## config.mk

```make
export PLATFORM = sky130hd
export DESIGN_NAME = stream_demux
export DESIGN_NICKNAME = d
export VERILOG_FILES = /design/src/rtl/stream_demux.sv
export SDC_FILE = /design/constraint.sdc
export NUM_CORES = 1
export LEC_CHECK = 0
export BUFFER_PORTS_ARGS = -buffer_cell sky130_fd_sc_hd__buf_2
export CAP_MARGIN = 20
export CORE_MARGIN = 3
export CORE_UTILIZATION = 50
export DETAILED_ROUTE_END_ITERATION = 8
export GPL_TIMING_DRIVEN = 0
export PLACE_DENSITY = 0.77
export SETUP_SLACK_MARGIN = 0.2
export SYNTH_ARGS = -nofsm -noshare
export SYNTH_HDL_FRONTEND = slang
export SYNTH_SLANG_ARGS = --single-unit
export TNS_END_PERCENT = 20
```

## constraint.sdc

```tcl
create_clock -name clk -period 6.7 [get_ports clk]
set_clock_uncertainty 0.1 [all_clocks]
set_input_delay 1.34 -clock clk [delete_from_list [all_inputs] [get_ports clk]]
set_output_delay 1.34 -clock clk [all_outputs]
set_load 0.02 [all_outputs]
```

## src/rtl/stream_demux.sv

```systemverilog
// stream_demux: routes one valid/ready input stream to one of NUM_OUT output
// channels chosen by in_sel. Each channel buffers its traffic in its own
// DEPTH-entry FIFO, so a stalled consumer only blocks the traffic queued for it.
module stream_demux #(
    parameter int NUM_OUT    = 4,
    parameter int DATA_WIDTH = 32,
    parameter int DEPTH      = 2
) (
    input  logic                                   clk,
    input  logic                                   reset,
    input  logic                                   in_valid,
    output logic                                   in_ready,
    input  logic [DATA_WIDTH-1:0]                  in_data,
    input  logic [$clog2(NUM_OUT)-1:0]             in_sel,
    output logic [NUM_OUT-1:0]                     out_valid,
    input  logic [NUM_OUT-1:0]                     out_ready,
    output logic [NUM_OUT*DATA_WIDTH-1:0]          out_data,
    output logic [NUM_OUT*($clog2(DEPTH)+1)-1:0]   out_count
);

    localparam int SEL_W = $clog2(NUM_OUT);
    localparam int PTR_W = $clog2(DEPTH);
    localparam int CNT_W = PTR_W + 1;

    logic [DATA_WIDTH-1:0] mem_q    [NUM_OUT][DEPTH];
    logic [DATA_WIDTH-1:0] mem_d    [NUM_OUT][DEPTH];
    logic [PTR_W-1:0]      wr_ptr_q [NUM_OUT];
    logic [PTR_W-1:0]      wr_ptr_d [NUM_OUT];
    logic [PTR_W-1:0]      rd_ptr_q [NUM_OUT];
    logic [PTR_W-1:0]      rd_ptr_d [NUM_OUT];
    logic [CNT_W-1:0]      count_q  [NUM_OUT];
    logic [CNT_W-1:0]      count_d  [NUM_OUT];

    logic [NUM_OUT-1:0]    push;
    logic [NUM_OUT-1:0]    pop;

    // Accept only if the selected channel has room; depends on registered count alone.
    always_comb begin
        in_ready = !reset && (count_q[in_sel] != CNT_W'(DEPTH));
    end

    // Per-channel push/pop decode and FIFO next-state (pointers wrap naturally).
    always_comb begin
        mem_d    = mem_q;
        wr_ptr_d = wr_ptr_q;
        rd_ptr_d = rd_ptr_q;
        count_d  = count_q;
        push     = '0;
        pop      = '0;
        for (int i = 0; i < NUM_OUT; i++) begin
            push[i] = in_valid && in_ready && (in_sel == SEL_W'(i));
            pop[i]  = (count_q[i] != '0) && out_ready[i];
            if (push[i]) begin
                mem_d[i][wr_ptr_q[i]] = in_data;
                wr_ptr_d[i]           = wr_ptr_q[i] + PTR_W'(1);
            end
            if (pop[i]) begin
                rd_ptr_d[i] = rd_ptr_q[i] + PTR_W'(1);
            end
            case ({push[i], pop[i]})
                2'b10:   count_d[i] = count_q[i] + CNT_W'(1);
                2'b01:   count_d[i] = count_q[i] - CNT_W'(1);
                default: count_d[i] = count_q[i];
            endcase
        end
    end

    // State registers; reset discards all queued data.
    always_ff @(posedge clk) begin
        if (reset) begin
            for (int i = 0; i < NUM_OUT; i++) begin
                wr_ptr_q[i] <= '0;
                rd_ptr_q[i] <= '0;
                count_q[i]  <= '0;
                for (int j = 0; j < DEPTH; j++) begin
                    mem_q[i][j] <= '0;
                end
            end
        end else begin
            mem_q    <= mem_d;
            wr_ptr_q <= wr_ptr_d;
            rd_ptr_q <= rd_ptr_d;
            count_q  <= count_d;
        end
    end

    // Present each channel's head word, valid flag and occupancy on the packed buses.
    always_comb begin
        out_valid = '0;
        out_data  = '0;
        out_count = '0;
        for (int i = 0; i < NUM_OUT; i++) begin
            out_valid[i]                          = (count_q[i] != '0);
            out_data[i*DATA_WIDTH +: DATA_WIDTH]  = mem_q[i][rd_ptr_q[i]];
            out_count[i*CNT_W +: CNT_W]           = count_q[i];
        end
    end

endmodule
```

==> reports/qor.csv, run 1 <==
stage;metric;value;unit
placement;pre-CTS setup slack;2.304;ns
pwr;switching power;933.4;uW
pwr;Logic pwr share;10.6;%
critical_path;Worst Path Class, Setup;primary input to primary output;
die;Die ar.;0.02551;mm^2
critical_path;CP Launch Type;primary input;
detailed_routing;Routed WL;38660;um
grt;largest net degree at the start of global routing;15;
cts;CTS tree;yes;
synthesis;Syn Area/Cell;10.18;um^2
critical_path;critical path capture point type;primary output;
timing;setup TNS;0;ns
pwr;Power Density;257.9;mW/mm^2
timing;Final Critical Period;4.507;ns
pwr;Int Pwr;2684;uW
placement;gpl congestion;0.9462;
die;row count;55;
synthesis;Post-Synthesis Cell Area;0.01182;mm^2
die;chip width;159.7;um
critical_path;Worst Path Max Fanout;10;
critical_path;Crit path arrival time;3.07;ns
pwr;Clk pwr share;43.2;%
detailed_routing;DR vias/cell;6.168;
cts;CTS Hold Buffers Added;0;
cts;Clock Sink Count;272;
die;CORE AREA;0.02292;mm^2
pwr;Flop pwr share;46.2;%
cts;post-cts sizing count;0;
pwr;Lkg Pwr;0.005895;uW
synthesis;syn nets;1206;
timing;f_max;221.9;MHz
cts;Setup Buffers After CTS;0;
critical_path;Most common cell on crit path;clkbuf_1;
pwr;maximum vdd ir drop;190.3;uV
grt;vias in the first global route;10100;
cts;CTS Buf Count;28;
final_layout;nets;1416;
grt;grt ovf;0;
die;Initial Utilization;51.56;%
timing;final setup fails;0;
placement;dpl hpwl;26590;um
final_layout;most frequent cells in the layout;dfxtp_1, buf_2, mux2_2;
final_layout;share of post-route cells with drive strength above 1;30.58;%
detailed_routing;initial drt markers;1108;
placement;port bufs;180;
critical_path;top cell family by delay on the critical path;buffers and inverters;
final_layout;most common cell after layout, fill and taps aside;dfxtp_1;
critical_path;CP Buf/Inv Count;4;
final_layout;Fill cells;1981;
grt;initial antenna violation count;0;
hold_path;Hold Crit Class;register to register;
detailed_routing;vias;10500;
critical_path;WP data required;5.26;ns
pwr;Switching Share;25.80;%
timing;Final Cycle Share;67.26;%
timing;Setup WS post-layout;2.193;ns
final_layout;Post-Layout Inst Area;0.01403;mm^2
timing;unrepaired setup endpoints after global routing;false;
synthesis;Cell variety after synth;31;
critical_path;Critical Path Max Stage Delay;0.63;ns
final_layout;Area Growth Syn to Fin;18.72;%
final_layout;Final Util;61.21;%
die;Die H;159.7;um
final_layout;Inserted Diodes;0;
detailed_routing;DR pass1 iterations;5;
synthesis;sequential area share after synthesis;46.09;%
placement;Placed Area;0.01311;mm^2
status;status;completed;
timing;Slew @ Worst Pin;0.8514;ns
detailed_routing;wire per inst;22.70;um
synthesis;Synth Register Bits;272;
critical_path;Critical-path top delay cell;clkbuf_1;
cts;H-tree depth;1;
cts;Clock Pin Slew Worst Setup and Hold Paths;0.06;ns
die;I/O pin total;182;
timing;Max transition margin;43.24;%
timing;Hold Vio Cnt, Final;0;
flow_run;max-cap viol count;0;
critical_path;crit-path cells;buf_6 -> clkbuf_1 -> clkbuf_1 -> nor2_1 -> buf_2;
synthesis;Mapped Cells;1161;
detailed_routing;DRC viols;0;
timing;Slew Limit Fails;0;
grt;first-pass GRT wire length;58480;um
grt;total track usage;28.82;%
cts;Clk Latency, worst-skew pair;0.55;ns
synthesis;Synth warnings;0;
cts;maximum clock insertion buffer count;3;
detailed_routing;remaining antenna violation count;0;
cts;Root Buffer;clkbuf_16;
through the flow:
step | cells | total power [uW] | hold slack [ns]
2_1_floorplan | 1161 | 1941 | 0.3313
3_3_place_gp | 1654 | 2074 | 0.3387
3_5_place_dp | 1654 | 2080 | 0.3477
4_1_cts | 1703 | 3617 | 0.3566
5_1_grt | 1703 | 3713 | 0.3760
6_report | 1703 | 3618 | 0.3554
cell families after synthesis:
kind of cell	Yosys count	synth area share [%]
buffers and inverters	151	5.528
AO/OA/AOI/OAI	279	17.28
adder cells (fa/ha/maj)	4	0.4236
multiplexers	219	20.01
AND/OR/NAND/NOR	224	9.775
XOR/XNOR	12	0.8895
flip-flops	272	46.09
final timing paths:
check / depth (start not counted) / endpoint / slack (ns) / startpoint
worst max-delay path: 5 / in_ready / 2.19 / reset
worst min-delay path: 2 / mem_q[250] / 0.36 / mem_q[250]
worst max register to register: 7 / out_count[3] / 3.79 / out_count[3]
worst min register to register: 2 / mem_q[250] / 0.36 / mem_q[250]
sequential cells by signal (all words and copies together) (netlist names):
| signal | cells |
|---|---|
| mem_q | 256 |
| out_count | 8 |
| rd_ptr_q | 4 |
| wr_ptr_q | 4 |
worst register-to-register path, stage by stage (launching register included):
cell and delay (ns):
dfxtp_1 0.47, nor2b_1 0.39, clkbuf_1 0.42, clkbuf_1 0.48
or3_1 0.20, ha_1 0.26, or3_1 0.36, a21oi_1 0.16
layer usage:
metal / wire [um] / up-vias / share of wire, % / GRT usage (%)
met5: 0 / - / 0 / 0
met4: 1881 / 0 / 4.9 / 12.77
met3: 3876 / 89 / 10 / 5.084
met2: 16840 / 558 / 44 / 44.19
met1: 16070 / 5090 / 42 / 39.92
li1: - / 4767 / - / -
synth_stat cells:
cell type | instances | area [um^2]
ha_1 | 4 | 50.05
o21ai_0 | 92 | 460.4
o311ai_0 | 97 | 849.6
or3_1 | 15 | 93.84
dfxtp_1 | 272 | 5445
a31o_2 | 48 | 420.4
or2_2 | 6 | 37.54
o31ai_1 | 2 | 15.01
nor4_1 | 71 | 444.2
mux2i_1 | 90 | 900.9
nand2b_1 | 21 | 131.4
a31o_1 | 23 | 201.4
buf_2 | 6 | 30.03
clkbuf_1 | 118 | 442.9
clkinv_1 | 1 | 3.750
nor3_4 | 1 | 16.27
nor2b_1 | 4 | 25.02
o21ai_1 | 7 | 35.03
xor2_1 | 4 | 35.03
nand2_1 | 95 | 356.6
mux4_2 | 1 | 22.52
inv_1 | 15 | 56.30
buf_6 | 10 | 112.6
nand3b_1 | 1 | 7.510
xnor2_1 | 8 | 70.07
mux2_2 | 128 | 1441
buf_4 | 1 | 7.510
a21oi_1 | 6 | 30.03
or3b_1 | 1 | 8.760
o21a_1 | 4 | 30.03
nor2_1 | 9 | 33.78
cell type report:
cell class / instances / area [um^2] / area share, %
Inverter: 16 / 60.06 / 0.4282
Clock inverter: 10 / 117.6 / 0.8385
Buffer: 135 / 593.1 / 4.228
Tap cell: 313 / 391.6 / 2.792
Timing Repair Buffer: 180 / 900.9 / 6.422
Sequential cell: 272 / 5445 / 38.82
Multi-Input combinational cell: 738 / 5717 / 40.75
Clock buffer: 39 / 802.0 / 5.718
power by group through the flow:
stage,combinational [uW],clock [uW],sequential [uW]
6_report,384,1560,1670
3_5_place_dp,374,0,1710
4_1_cts,376,1570,1670
5_1_grt,402,1640,1670
2_1_floorplan,237,0,1700
3_3_place_gp,371,0,1700
(Power assumes the default switching activity.)
==> run 2, diff against run 1 <==
--- a/config.mk
+++ b/config.mk
@@ -5,13 +5,14 @@
 export SDC_FILE = /design/constraint.sdc
 export NUM_CORES = 1
 export LEC_CHECK = 0
+export ABC_AREA = 1
 export BUFFER_PORTS_ARGS = -buffer_cell sky130_fd_sc_hd__buf_2
 export CAP_MARGIN = 20
 export CORE_MARGIN = 3
 export CORE_UTILIZATION = 50
 export DETAILED_ROUTE_END_ITERATION = 8
 export GPL_TIMING_DRIVEN = 0
-export PLACE_DENSITY = 0.77
+export PLACE_DENSITY = 0.76
 export SETUP_SLACK_MARGIN = 0.2
 export SYNTH_ARGS = -nofsm -noshare
 export SYNTH_HDL_FRONTEND = slang
==> constraint.sdc (replaced) <==
create_clock -name clk -period 4.6 [get_ports clk]
set_clock_uncertainty 0.1 [all_clocks]
set_input_delay 0.92 -clock clk [delete_from_list [all_inputs] [get_ports clk]]
set_output_delay 0.92 -clock clk [all_outputs]
set_load 0.02 [all_outputs]
==> reports/qor.csv, run 2 <==
stage;metric;value;unit
pwr;maximum vdd ir drop;285.5;uV
critical_path;Critical Path Max Stage Delay;0.33;ns
final_layout;Fill cells;2394;
timing;Slew Limit Fails;0;
timing;f_max;316.2;MHz
synthesis;simple-gate share of the synthesized area;47.15;%
synthesis;Syn Area/Cell;6.385;um^2
placement;pre-CTS setup slack;1.696;ns
final_layout;most common cell after layout, fill and taps aside;nand2_1;
die;Die H;164.6;um
timing;final setup fails;0;
hold_path;Hold EP;mem_q[75];
timing;Slew @ Worst Pin;0.8210;ns
grt;total track usage;29.91;%
timing;Final Critical Period;3.162;ns
detailed_routing;remaining antenna violation count;0;
timing;Hold Vio Cnt, Final;0;
synthesis;top_reg_cell synth;dfxtp_1;
synthesis;Cell variety after synth;21;
cts;CTS tree;yes;
critical_path;top cell family by delay on the critical path;buffers and inverters;
synthesis;largest family of logic cells by synthesized area;simple AND/OR/NAND/NOR gates;
grt;grt ovf;0;
synthesis;Async SR Flop Fraction;0;%
timing;Max transition margin;45.26;%
synthesis;Commonest cells post-synth;nand2_1, nor2_1, dfxtp_1, nand3_1, clkbuf_1;
die;Initial Utilization;51.24;%
timing;WHS;0.3796;ns
final_layout;Post-Layout Inst Area;0.01480;mm^2
grt;largest net degree at the start of global routing;15;
hold_path;Worst Hold Launch;mem_q[75];
synthesis;mux share of post-synthesis cell area;0;%
critical_path;worst-case reg-to-reg path depth;11;
synthesis;Synth warnings;0;
synthesis;Mapped Cells;1969;
grt;vias in the first global route;12110;
final_layout;Multi-input gate area;0.006163;mm^2
cts;maximum clock insertion buffer count;3;
detailed_routing;DR vias/cell;5.229;
final_layout;nets;2225;
detailed_routing;DRC viols;0;
status;status;completed;
synthesis;syn nets;2014;
critical_path;CP Buf/Inv Count;4;
pwr;power consumption;5413;uW
critical_path;Crit path arrival time;2.14;ns
pwr;Power Density;365.6;mW/mm^2
final_layout;Biggest register;mem_q;
final_layout;max reg flops;256;
critical_path;WP data required;3.58;ns
timing;unrepaired setup endpoints after global routing;false;
critical_path;Worst path depth;6;
cts;post-cts sizing count;0;
synthesis;sequential area share after synthesis;43.31;%
critical_path;Crit Reg-Reg Endpoint;out_count[7];
final_layout;most frequent cells in the layout;nand2_1, nor2_1, dfxtp_1;
synthesis;number of flops mapped to enable cells by yosys;0;
cts;CTS Buf Count;29;
grt;initial antenna violation count;3;
cts;Clock Sink Count;272;
placement;Placed Area;0.01388;mm^2
die;chip width;164.6;um
critical_path;Critical-path top delay cell;clkbuf_1;
flow_run;max-cap viol count;0;
synthesis;XOR/XNOR share of the synthesized area;0;%
die;I/O pin total;182;
critical_path;critical path capture point type;primary output;
synthesis;Post-Synthesis Cell Area;0.01257;mm^2
timing;Final Cycle Share;68.74;%
cts;Clock Pin Slew Worst Setup and Hold Paths;0.06;ns
cts;Root Buffer;clkbuf_16;
critical_path;reg2reg setup slack;2.59;ns
synthesis;post-synth top area cell;dfxtp_1;
synthesis;Synth Register Bits;272;
placement;dpl hpwl;28450;um
detailed_routing;Routed WL;41160;um
detailed_routing;vias;13190;
detailed_routing;initial drt markers;1257;
pwr;Lkg Pwr;0.007151;uW
timing;setup TNS;0;ns
synthesis;Synth Area in Adders;0.3981;%
hold_path;Hold Crit Class;register to register;
cts;H-tree depth;1;
placement;gpl congestion;0.9003;
synthesis;ranking of synthesized cells by area;dfxtp_1, nand2_1, nor2_1, nand3_1, buf_6;
die;Die ar.;0.02708;mm^2
die;CORE AREA;0.02453;mm^2
final_layout;Register Area;0.005445;mm^2
detailed_routing;wire per inst;16.31;um
cts;CTS Hold Buffers Added;0;
detailed_routing;DR pass1 iterations;5;
critical_path;Crit Reg-Reg Startpoint;out_count[1];
synthesis;post-synth top area share;43.31;%
cts;Setup Buffers After CTS;0;
final_layout;Area Growth Syn to Fin;17.75;%
hold_path;worst hold path depth;2;
timing;Setup WS post-layout;1.438;ns
critical_path;crit-path cells;clkbuf_1 -> clkinv_1 -> clkbuf_1 -> nand2_1 -> nand2_1 -> buf_2;
final_layout;share of post-route cells with drive strength above 1;13.52;%
synthesis;Compound-Gate Fraction of Synth Area;1.473;%
die;row count;57;
placement;port bufs;180;
critical_path;Worst Path Class, Setup;register to primary output;
cts;Clk Latency, worst-skew pair;0.56;ns
grt;first-pass GRT wire length;63710;um
critical_path;CP Launch Type;register;
synthesis;count leader, synth;nand2_1;
critical_path;Worst Path Max Fanout;10;
## run 2: cell count changes in the layout (fill, tap and decap cells not counted), sizes merged, moves of 63 or more
| cell | before | now |
|---|---|---|
| mux2 | 128 | 0 |
| o21ai | 99 | 20 |
| buf | 197 | 260 |
| a31o | 71 | 0 |
| nor2 | 9 | 532 |
| mux2i | 90 | 0 |
| nor4 | 71 | 0 |
| o311ai | 97 | 0 |
| nand2 | 95 | 662 |
| nand3 | 0 | 260 |
## run 2: kinds of logic after synthesis
logic type      Yosys count
flops                   272
compound gates           37
simple gates           1458
fa+ha+maj                 4
buf+inv                 198
## run 2: layout make-up
type	count	area share [%]
Multi-Input combinational cell	1499	41.63
Buffer	139	5.012
Tap cell	324	2.738
Sequential cell	272	36.78
Antenna cell	2	0.03381
Clock buffer	42	5.637
Timing Repair Buffer	180	6.085
Inverter	59	1.496
Clock inverter	6	0.5832
## run 2: worst max path at each step
stage,startpoint,endpoint,slack (ns)
after global placement,in_sel[0],in_ready,1.73
final,rd_ptr_q[3],out_data[30],1.44
after floorplan,in_sel[0],in_ready,1.85
after detailed placement,reset,mem_q[62],1.70
after CTS,rd_ptr_q[3],out_data[30],1.49
after global routing,rd_ptr_q[0],out_data[101],1.37
## run 2: stage by stage
stage / std cells / util [%]
floorplan: 1969 / -
global placement: 2473 / 56.57
detailed placement: 2473 / 56.57
CTS: 2521 / 60.32
global route: 2523 / 60.34
finish: 2523 / 60.34
## run 2: power breakdown
part / internal [uW] / switching [uW] / leakage (uW)
combinational: 180 / 481 / 0.00450
sequential: 2410 / 30.7 / 0.00220
clock: 1360 / 952 / 0.000450
## run 2: layer usage
| metal | up-vias | track usage (%) | routed length (um) |
|---|---|---|---|
| met1 | 6011 | 38.81 | 16870 |
| met4 | 2 | 15.75 | 2209 |
| met2 | 580 | 48.20 | 18590 |
| li1 | 6502 | - | - |
| met3 | 97 | 4.414 | 3465 |
| met5 | - | 0 | 20 |
## run 2: worst register-to-register path, cell delays in order (launching register included)
cell and delay (ns):
dfxtp_1 0.36, nand2_1 0.09, nand2_1 0.05, nand2_1 0.05
nand2_1 0.10, nand2_4 0.17, nand4_4 0.15, ha_1 0.35
a21oi_1 0.13, o21ai_0 0.12, o21ai_0 0.17, a21oi_1 0.05
